===== src/rtl/num_node_fetcher.sv =====
// num_node_fetcher: sweeps the num_node BRAM (port B) from address 0 to
// NUM_SUBGRAPHS-1 and hands each node count downstream over valid/ready.
// Reads are credit-limited against a small output FIFO, so a stalled consumer
// never causes a BRAM return to be dropped.
//
// Handshake: num_node_o/last_o are meaningful only while num_node_vld_o=1; a
// transfer happens on every cycle with num_node_vld_o & num_node_rdy_i; once
// valid is raised the head entry is held stable until it is transferred.
module num_node_fetcher #(
  parameter int NUM_SUBGRAPHS = 2708,
  parameter int MAX_NODES     = 168,
  parameter int READ_LATENCY  = 2,
  parameter int FIFO_DEPTH    = 4,
  localparam int NUM_NODE_WIDTH  = $clog2(MAX_NODES),
  localparam int NUM_NODE_ADDR_W = (NUM_SUBGRAPHS > 1) ? $clog2(NUM_SUBGRAPHS) : 1
) (
  input  logic                       clk,
  input  logic                       rst_n,
  input  logic                       start_i,
  input  logic [NUM_NODE_WIDTH-1:0]  num_node_bram_doutb,
  output logic                       num_node_bram_enb,
  output logic [NUM_NODE_ADDR_W-1:0] num_node_bram_addrb,
  output logic [NUM_NODE_WIDTH-1:0]  num_node_o,
  output logic                       num_node_vld_o,
  input  logic                       num_node_rdy_i,
  output logic                       last_o,
  output logic                       busy_o,
  output logic                       done_o
);

  // Read address needs one extra code point so "all issued" (== NUM_SUBGRAPHS)
  // is representable without wrapping.
  localparam int RA_W  = $clog2(NUM_SUBGRAPHS + 1);
  localparam int PTR_W = (FIFO_DEPTH > 1) ? $clog2(FIFO_DEPTH) : 1;
  localparam int CNT_W = $clog2(FIFO_DEPTH + 1);

  typedef enum logic [1:0] {
    S_IDLE  = 2'd0,
    S_FETCH = 2'd1,
    S_DRAIN = 2'd2,
    S_DONE  = 2'd3
  } state_t;

  state_t                    state_q, state_d;
  logic [RA_W-1:0]           rd_addr_q;
  logic [READ_LATENCY-1:0]   vpipe_q;   // one bit per outstanding read, by age
  logic [READ_LATENCY-1:0]   lpipe_q;   // marks the read of the final address
  logic [NUM_NODE_WIDTH-1:0] fifo_data_q [FIFO_DEPTH];
  logic [FIFO_DEPTH-1:0]     fifo_last_q;
  logic [PTR_W-1:0]          wr_ptr_q, rd_ptr_q;
  logic [CNT_W-1:0]          fifo_cnt_q;
  logic [CNT_W-1:0]          in_flight;
  logic                      credit_ok, issue, issue_last;
  logic                      push, pop, fifo_empty, fifo_full, head_last;

  // Count reads that are issued but whose data has not yet reached the FIFO.
  always_comb begin
    in_flight = '0;
    for (int k = 0; k < READ_LATENCY; k++) begin
      in_flight = in_flight + CNT_W'(vpipe_q[k]);
    end
  end

  assign fifo_empty = (fifo_cnt_q == '0);
  assign fifo_full  = (fifo_cnt_q == CNT_W'(FIFO_DEPTH));
  assign head_last  = fifo_last_q[rd_ptr_q];
  assign credit_ok  = (int'(fifo_cnt_q) + int'(in_flight)) < FIFO_DEPTH;
  assign issue      = (state_q == S_FETCH) && (rd_addr_q < RA_W'(NUM_SUBGRAPHS)) && credit_ok;
  assign issue_last = issue && (rd_addr_q == RA_W'(NUM_SUBGRAPHS - 1));
  assign push       = vpipe_q[READ_LATENCY-1];
  assign pop        = !fifo_empty && num_node_rdy_i;

  // Next-state logic for the sweep controller.
  always_comb begin
    state_d = state_q;
    case (state_q)
      S_IDLE:  if (start_i) state_d = S_FETCH;
      S_FETCH: if (issue_last) state_d = S_DRAIN;
      S_DRAIN: if (pop && head_last) state_d = S_DONE;
      S_DONE:  state_d = S_IDLE;
      default: state_d = S_IDLE;
    endcase
  end

  // Sweep controller state register.
  always_ff @(posedge clk or negedge rst_n) begin
    if (!rst_n) state_q <= S_IDLE;
    else        state_q <= state_d;
  end

  // Read address: cleared when a sweep is accepted, advanced on each issue.
  always_ff @(posedge clk or negedge rst_n) begin
    if (!rst_n) begin
      rd_addr_q <= '0;
    end else if ((state_q == S_IDLE) && start_i) begin
      rd_addr_q <= '0;
    end else if (issue) begin
      rd_addr_q <= rd_addr_q + RA_W'(1);
    end
  end

  // Valid/last shift register tracking BRAM read latency; reset drops returns.
  always_ff @(posedge clk or negedge rst_n) begin
    if (!rst_n) begin
      vpipe_q <= '0;
      lpipe_q <= '0;
    end else begin
      vpipe_q[0] <= issue;
      lpipe_q[0] <= issue_last;
      for (int k = 1; k < READ_LATENCY; k++) begin
        vpipe_q[k] <= vpipe_q[k-1];
        lpipe_q[k] <= lpipe_q[k-1];
      end
    end
  end

  // Output FIFO storage and pointers; the last tag travels with its data.
  always_ff @(posedge clk or negedge rst_n) begin
    if (!rst_n) begin
      for (int k = 0; k < FIFO_DEPTH; k++) fifo_data_q[k] <= '0;
      fifo_last_q <= '0;
      wr_ptr_q    <= '0;
      rd_ptr_q    <= '0;
    end else begin
      if (push) begin
        fifo_data_q[wr_ptr_q] <= num_node_bram_doutb;
        fifo_last_q[wr_ptr_q] <= lpipe_q[READ_LATENCY-1];
        wr_ptr_q              <= wr_ptr_q + PTR_W'(1);
      end
      if (pop) begin
        rd_ptr_q <= rd_ptr_q + PTR_W'(1);
      end
    end
  end

  // FIFO occupancy; simultaneous push and pop leave it unchanged.
  always_ff @(posedge clk or negedge rst_n) begin
    if (!rst_n) begin
      fifo_cnt_q <= '0;
    end else begin
      case ({push, pop})
        2'b10:   fifo_cnt_q <= fifo_cnt_q + CNT_W'(1);
        2'b01:   fifo_cnt_q <= fifo_cnt_q - CNT_W'(1);
        default: fifo_cnt_q <= fifo_cnt_q;
      endcase
    end
  end

  // The read credit must make a push into a full FIFO impossible.
  no_fifo_overflow: assert property (@(posedge clk) disable iff (!rst_n) !(push && fifo_full));

  assign num_node_bram_enb   = issue;
  assign num_node_bram_addrb = rd_addr_q[NUM_NODE_ADDR_W-1:0];
  assign num_node_vld_o      = !fifo_empty;
  assign num_node_o          = fifo_empty ? '0 : fifo_data_q[rd_ptr_q];
  assign last_o              = !fifo_empty && head_last;
  assign busy_o              = (state_q == S_FETCH) || (state_q == S_DRAIN);
  assign done_o              = (state_q == S_DONE);

endmodule


===== config.mk =====
export PLATFORM = sky130hd
export DESIGN_NAME = num_node_fetcher
export DESIGN_NICKNAME = d
export VERILOG_FILES = /design/src/rtl/num_node_fetcher.sv
export SDC_FILE = /design/constraint.sdc
export NUM_CORES = 1
export LEC_CHECK = 0
export BUFFER_PORTS_ARGS = -buffer_cell sky130_fd_sc_hd__buf_2
export CAP_MARGIN = 30
export CORE_ASPECT_RATIO = 1.25
export CORE_UTILIZATION = 52
export DETAILED_ROUTE_END_ITERATION = 6
export PLACE_DENSITY = 0.83
export REMOVE_ABC_BUFFERS = 1
export SLEW_MARGIN = 20
export SYNTH_ARGS = -nofsm -noshare
export SYNTH_HDL_FRONTEND = slang
export SYNTH_SLANG_ARGS = --single-unit

===== constraint.sdc =====
create_clock -name clk -period 2.05 [get_ports clk]
set_input_delay 0.41 -clock clk [delete_from_list [all_inputs] [get_ports clk]]
set_output_delay 0.41 -clock clk [all_outputs]
set_load 0.005 [all_outputs]

==> impl_metrics.ini <==
[run_status]
status = complete, but fails checks
violations = negative setup slack

[global_route]
grt_pass1_wl_um = 9639
met1_usage_pct = 24.86
gr-total-overflow = 0
grt_max_degree = 38
grt_use_met2_pct = 36.72
top_usage_layer = met2
track_usage_pct = 21.23
grt_pass1_vias = 2043
antenna_found_initial = 0
use_met3_pct = 5.349

[final_layout]
layout.nets = 314
stdcell_area_um2 = 3702
area_growth_pct = 25.33
final_layout_size_suffix_gt1_share_pct = 47.44
fill_cells = 387
n_antenna_cell = 0
final_cells = 357

[floorplan]
die_h_um = 86.27
die_w_um = 69.42
rows = 30
core_region_area_um2 = 5443
io_pins = 37
start_util_pct = 54.28
die-area_um2 = 5988

[yosys]
ys_types = 32
synth_seq_cells = 61
postSynthAreaPerCell_um2 = 12.90
yosysSeqAreaShare_pct = 51.67
netlist_instances = 229
synth_area_um2 = 2954
yosysWarnings = 0

[timing]
setup_slack_ns = -0.03916
worstMarginPinSlew_ns = 0.5960
maxSlewViolCount = 0
min_period_ns = 2.089
timing.fmax_ghz = 0.4787
rsz0062_at_grt = true
finalSetupViolCount = 2
clock_skew_ns = 0.009195
slew_headroom_pct = 60.27
fin_crit_sh_pct = 101.9
hold_violations = 0

[min_path]
min_path_type = in2async

[clocking]
clk_latency_ns = 0.34
cts_hold_buf = 0
cts.sinks = 61
cts_max_path_buffers = 2
clk_pin_slew_ns = 0.07
cts-root-buf = clkbuf_8
cts_buffers = 9
cts.htree.levels = 3
cts_tree = yes

[placement]
numPortBuffers = 36
gp_congestion = 0.7451
hpwl_um = 3880
dp_cells = 338
dpl-instance-area_um2 = 3313

[drt]
dr.pass1.iters = 4
drc_errors = 0
ant_nets = 0
vias_per_cell = 5.518
wire_per_inst_um = 16.17
wirelength_um = 5772
dr.first_iter.drc_count = 84
vias = 1970

[setup_path]
path_max_fanout = 2
cp_data_required_time_ns = 1.64
startpoint_type = register
cp_data_arrival_time_ns = 1.68
endpoint_kind = primary output
critical_path_class = reg2out
crit_slowest_cell = dfrtp_1
slowest_delay_ns = 0.38
critPathBufInv = 2
cp_top_family = flip-flops
crit_path_cell_trace = ha_1 > a21oi_2 > o221ai_2 > buf_4 > nor2_4 > buf_2

[pwr]
power_density_nw_per_um2 = 958.1
worst_ir_drop_vdd_mv = 0.4929
p_leak_nw = 1.667
power_mw = 3.547

[run]
drv_cap = 0
==> final timing paths <==
kind / startpoint / to / slack (ns) / cells past startpoint
setup / recovery: fifo_cnt_q[0] / num_node_bram_enb / -0.04 / 6
hold reg to reg: lpipe_q[0] / lpipe_q[1] / 0.36 / 0
max in group asynchronous: rst_n / rd_ptr_q[1] / 1.37 / 2
hold / removal: rst_n / fifo_data_q[6] / 0.07 / 1
setup reg to reg: fifo_cnt_q[0] / state_q[1] / 0.02 / 6
min in group clk: num_node_bram_doutb[5] / fifo_data_q[21] / 0.34 / 2
==> through the flow <==
stage | util, % | setup WS (ns) | hold slack (ns) | setup TNS [ns]
floorplan | - | -0.1915 | 0.1144 | -0.4487
global placement | 60.87 | 0.07289 | 0.3311 | 0
detailed placement | 60.87 | 0.05132 | 0.3433 | 0
CTS | 66.16 | -0.03890 | 0.07365 | -0.1120
global route | 68.02 | -0.1265 | 0.1039 | -1.146
finish | 68.02 | -0.03916 | 0.06721 | -0.04664
==> sequential cells by signal, indices dropped and copies added (netlist names) <==
signal / count
vpipe_q: 2
fifo_last_q: 4
fifo_cnt_q: 3
rd_ptr_q: 2
state_q: 2
lpipe_q: 2
num_node_bram_addrb: 12
wr_ptr_q: 2
fifo_data_q: 32
==> cell type report <==
class / instances / area (um2) / area share, %
clock buffers: 11 / 151.4 / 4.089
flip-flops and latches: 61 / 1531 / 41.37
inverters: 13 / 48.80 / 1.318
multi-input cells: 149 / 1453 / 39.24
well taps: 64 / 80.08 / 2.163
repair buffers: 55 / 342.8 / 9.260
clock inverters: 4 / 95.09 / 2.568
==> per-layer routing <==
metal | wire [um] | vias up
met4 | 101 | 0
met5 | 0 | -
met3 | 241 | 9
met1 | 2361 | 998
li1 | - | 921
met2 | 3068 | 42
==> cell families after synthesis <==
kind of cell,count (synthesis),share of synthesized area (%)
XOR/XNOR,16,4.744
AND/OR/NAND/NOR,61,10.50
multiplexers,47,21.43
AO/OA/AOI/OAI,12,3.346
buffers and inverters,19,2.541
flip-flops,61,51.67
adder cells (fa/ha/maj),13,5.760
==> power breakdown <==
group          internal [mW]  switching (mW)  total [mW]
Sequential              1.29          0.0962        1.39
Combinational          0.495           0.342       0.837
Clock                  0.865           0.457        1.32
==> what timing repair did <==
item | 4_1_cts | 5_1_grt
resized for setup | 5 | 23
setup buffers | 4 | 0
pin swaps | 3 | 5
setup endpoints to repair | 9 | 20
==> cells in the final DEF (no fill, tap or decap), drive strengths merged, types with 2 or more instances in the layout <==
master	Yosys	layout
nand2	13	13
inv	13	13
nor2b	11	11
buf	3	55
xor2	4	4
nor2	17	17
nand3	3	3
o21ai	4	4
bufinv	0	3
xnor2	12	12
mux4	9	9
mux2	37	37
ha	12	12
nor3	3	3
clkbuf	3	11
a21oi	3	3
and3	2	2
nor4	6	6
dfrtp	61	61
==> synth_stat cells <==
master | n | area, um2
a221o_1 | 1 | 10.01
mux2_4 | 1 | 15.01
mux2i_1 | 1 | 10.01
xnor2_1 | 12 | 105.1
o21ai_0 | 4 | 20.02
nor4_1 | 6 | 37.54
mux2_2 | 36 | 405.4
and2_1 | 1 | 6.260
clkbuf_1 | 3 | 11.26
nand2b_4 | 1 | 13.76
and3_1 | 2 | 12.51
xor2_1 | 4 | 35.03
nor4b_1 | 1 | 8.760
a21oi_1 | 3 | 15.01
mux4_2 | 9 | 202.7
nor3_1 | 3 | 15.01
nand2_1 | 13 | 48.80
or3_1 | 1 | 6.260
o31a_1 | 1 | 8.760
a2111oi_4 | 1 | 27.53
ha_1 | 12 | 150.1
fa_1 | 1 | 20.02
inv_1 | 13 | 48.80
nand3_1 | 3 | 15.01
nor3b_1 | 1 | 7.510
buf_2 | 3 | 15.01
nor2b_1 | 11 | 68.82
o221ai_1 | 1 | 8.760
a41oi_1 | 1 | 8.760
nand4_1 | 1 | 6.260
nor2_1 | 17 | 63.81
dfrtp_1 | 61 | 1526
Power figures use the tool's default switching activity.
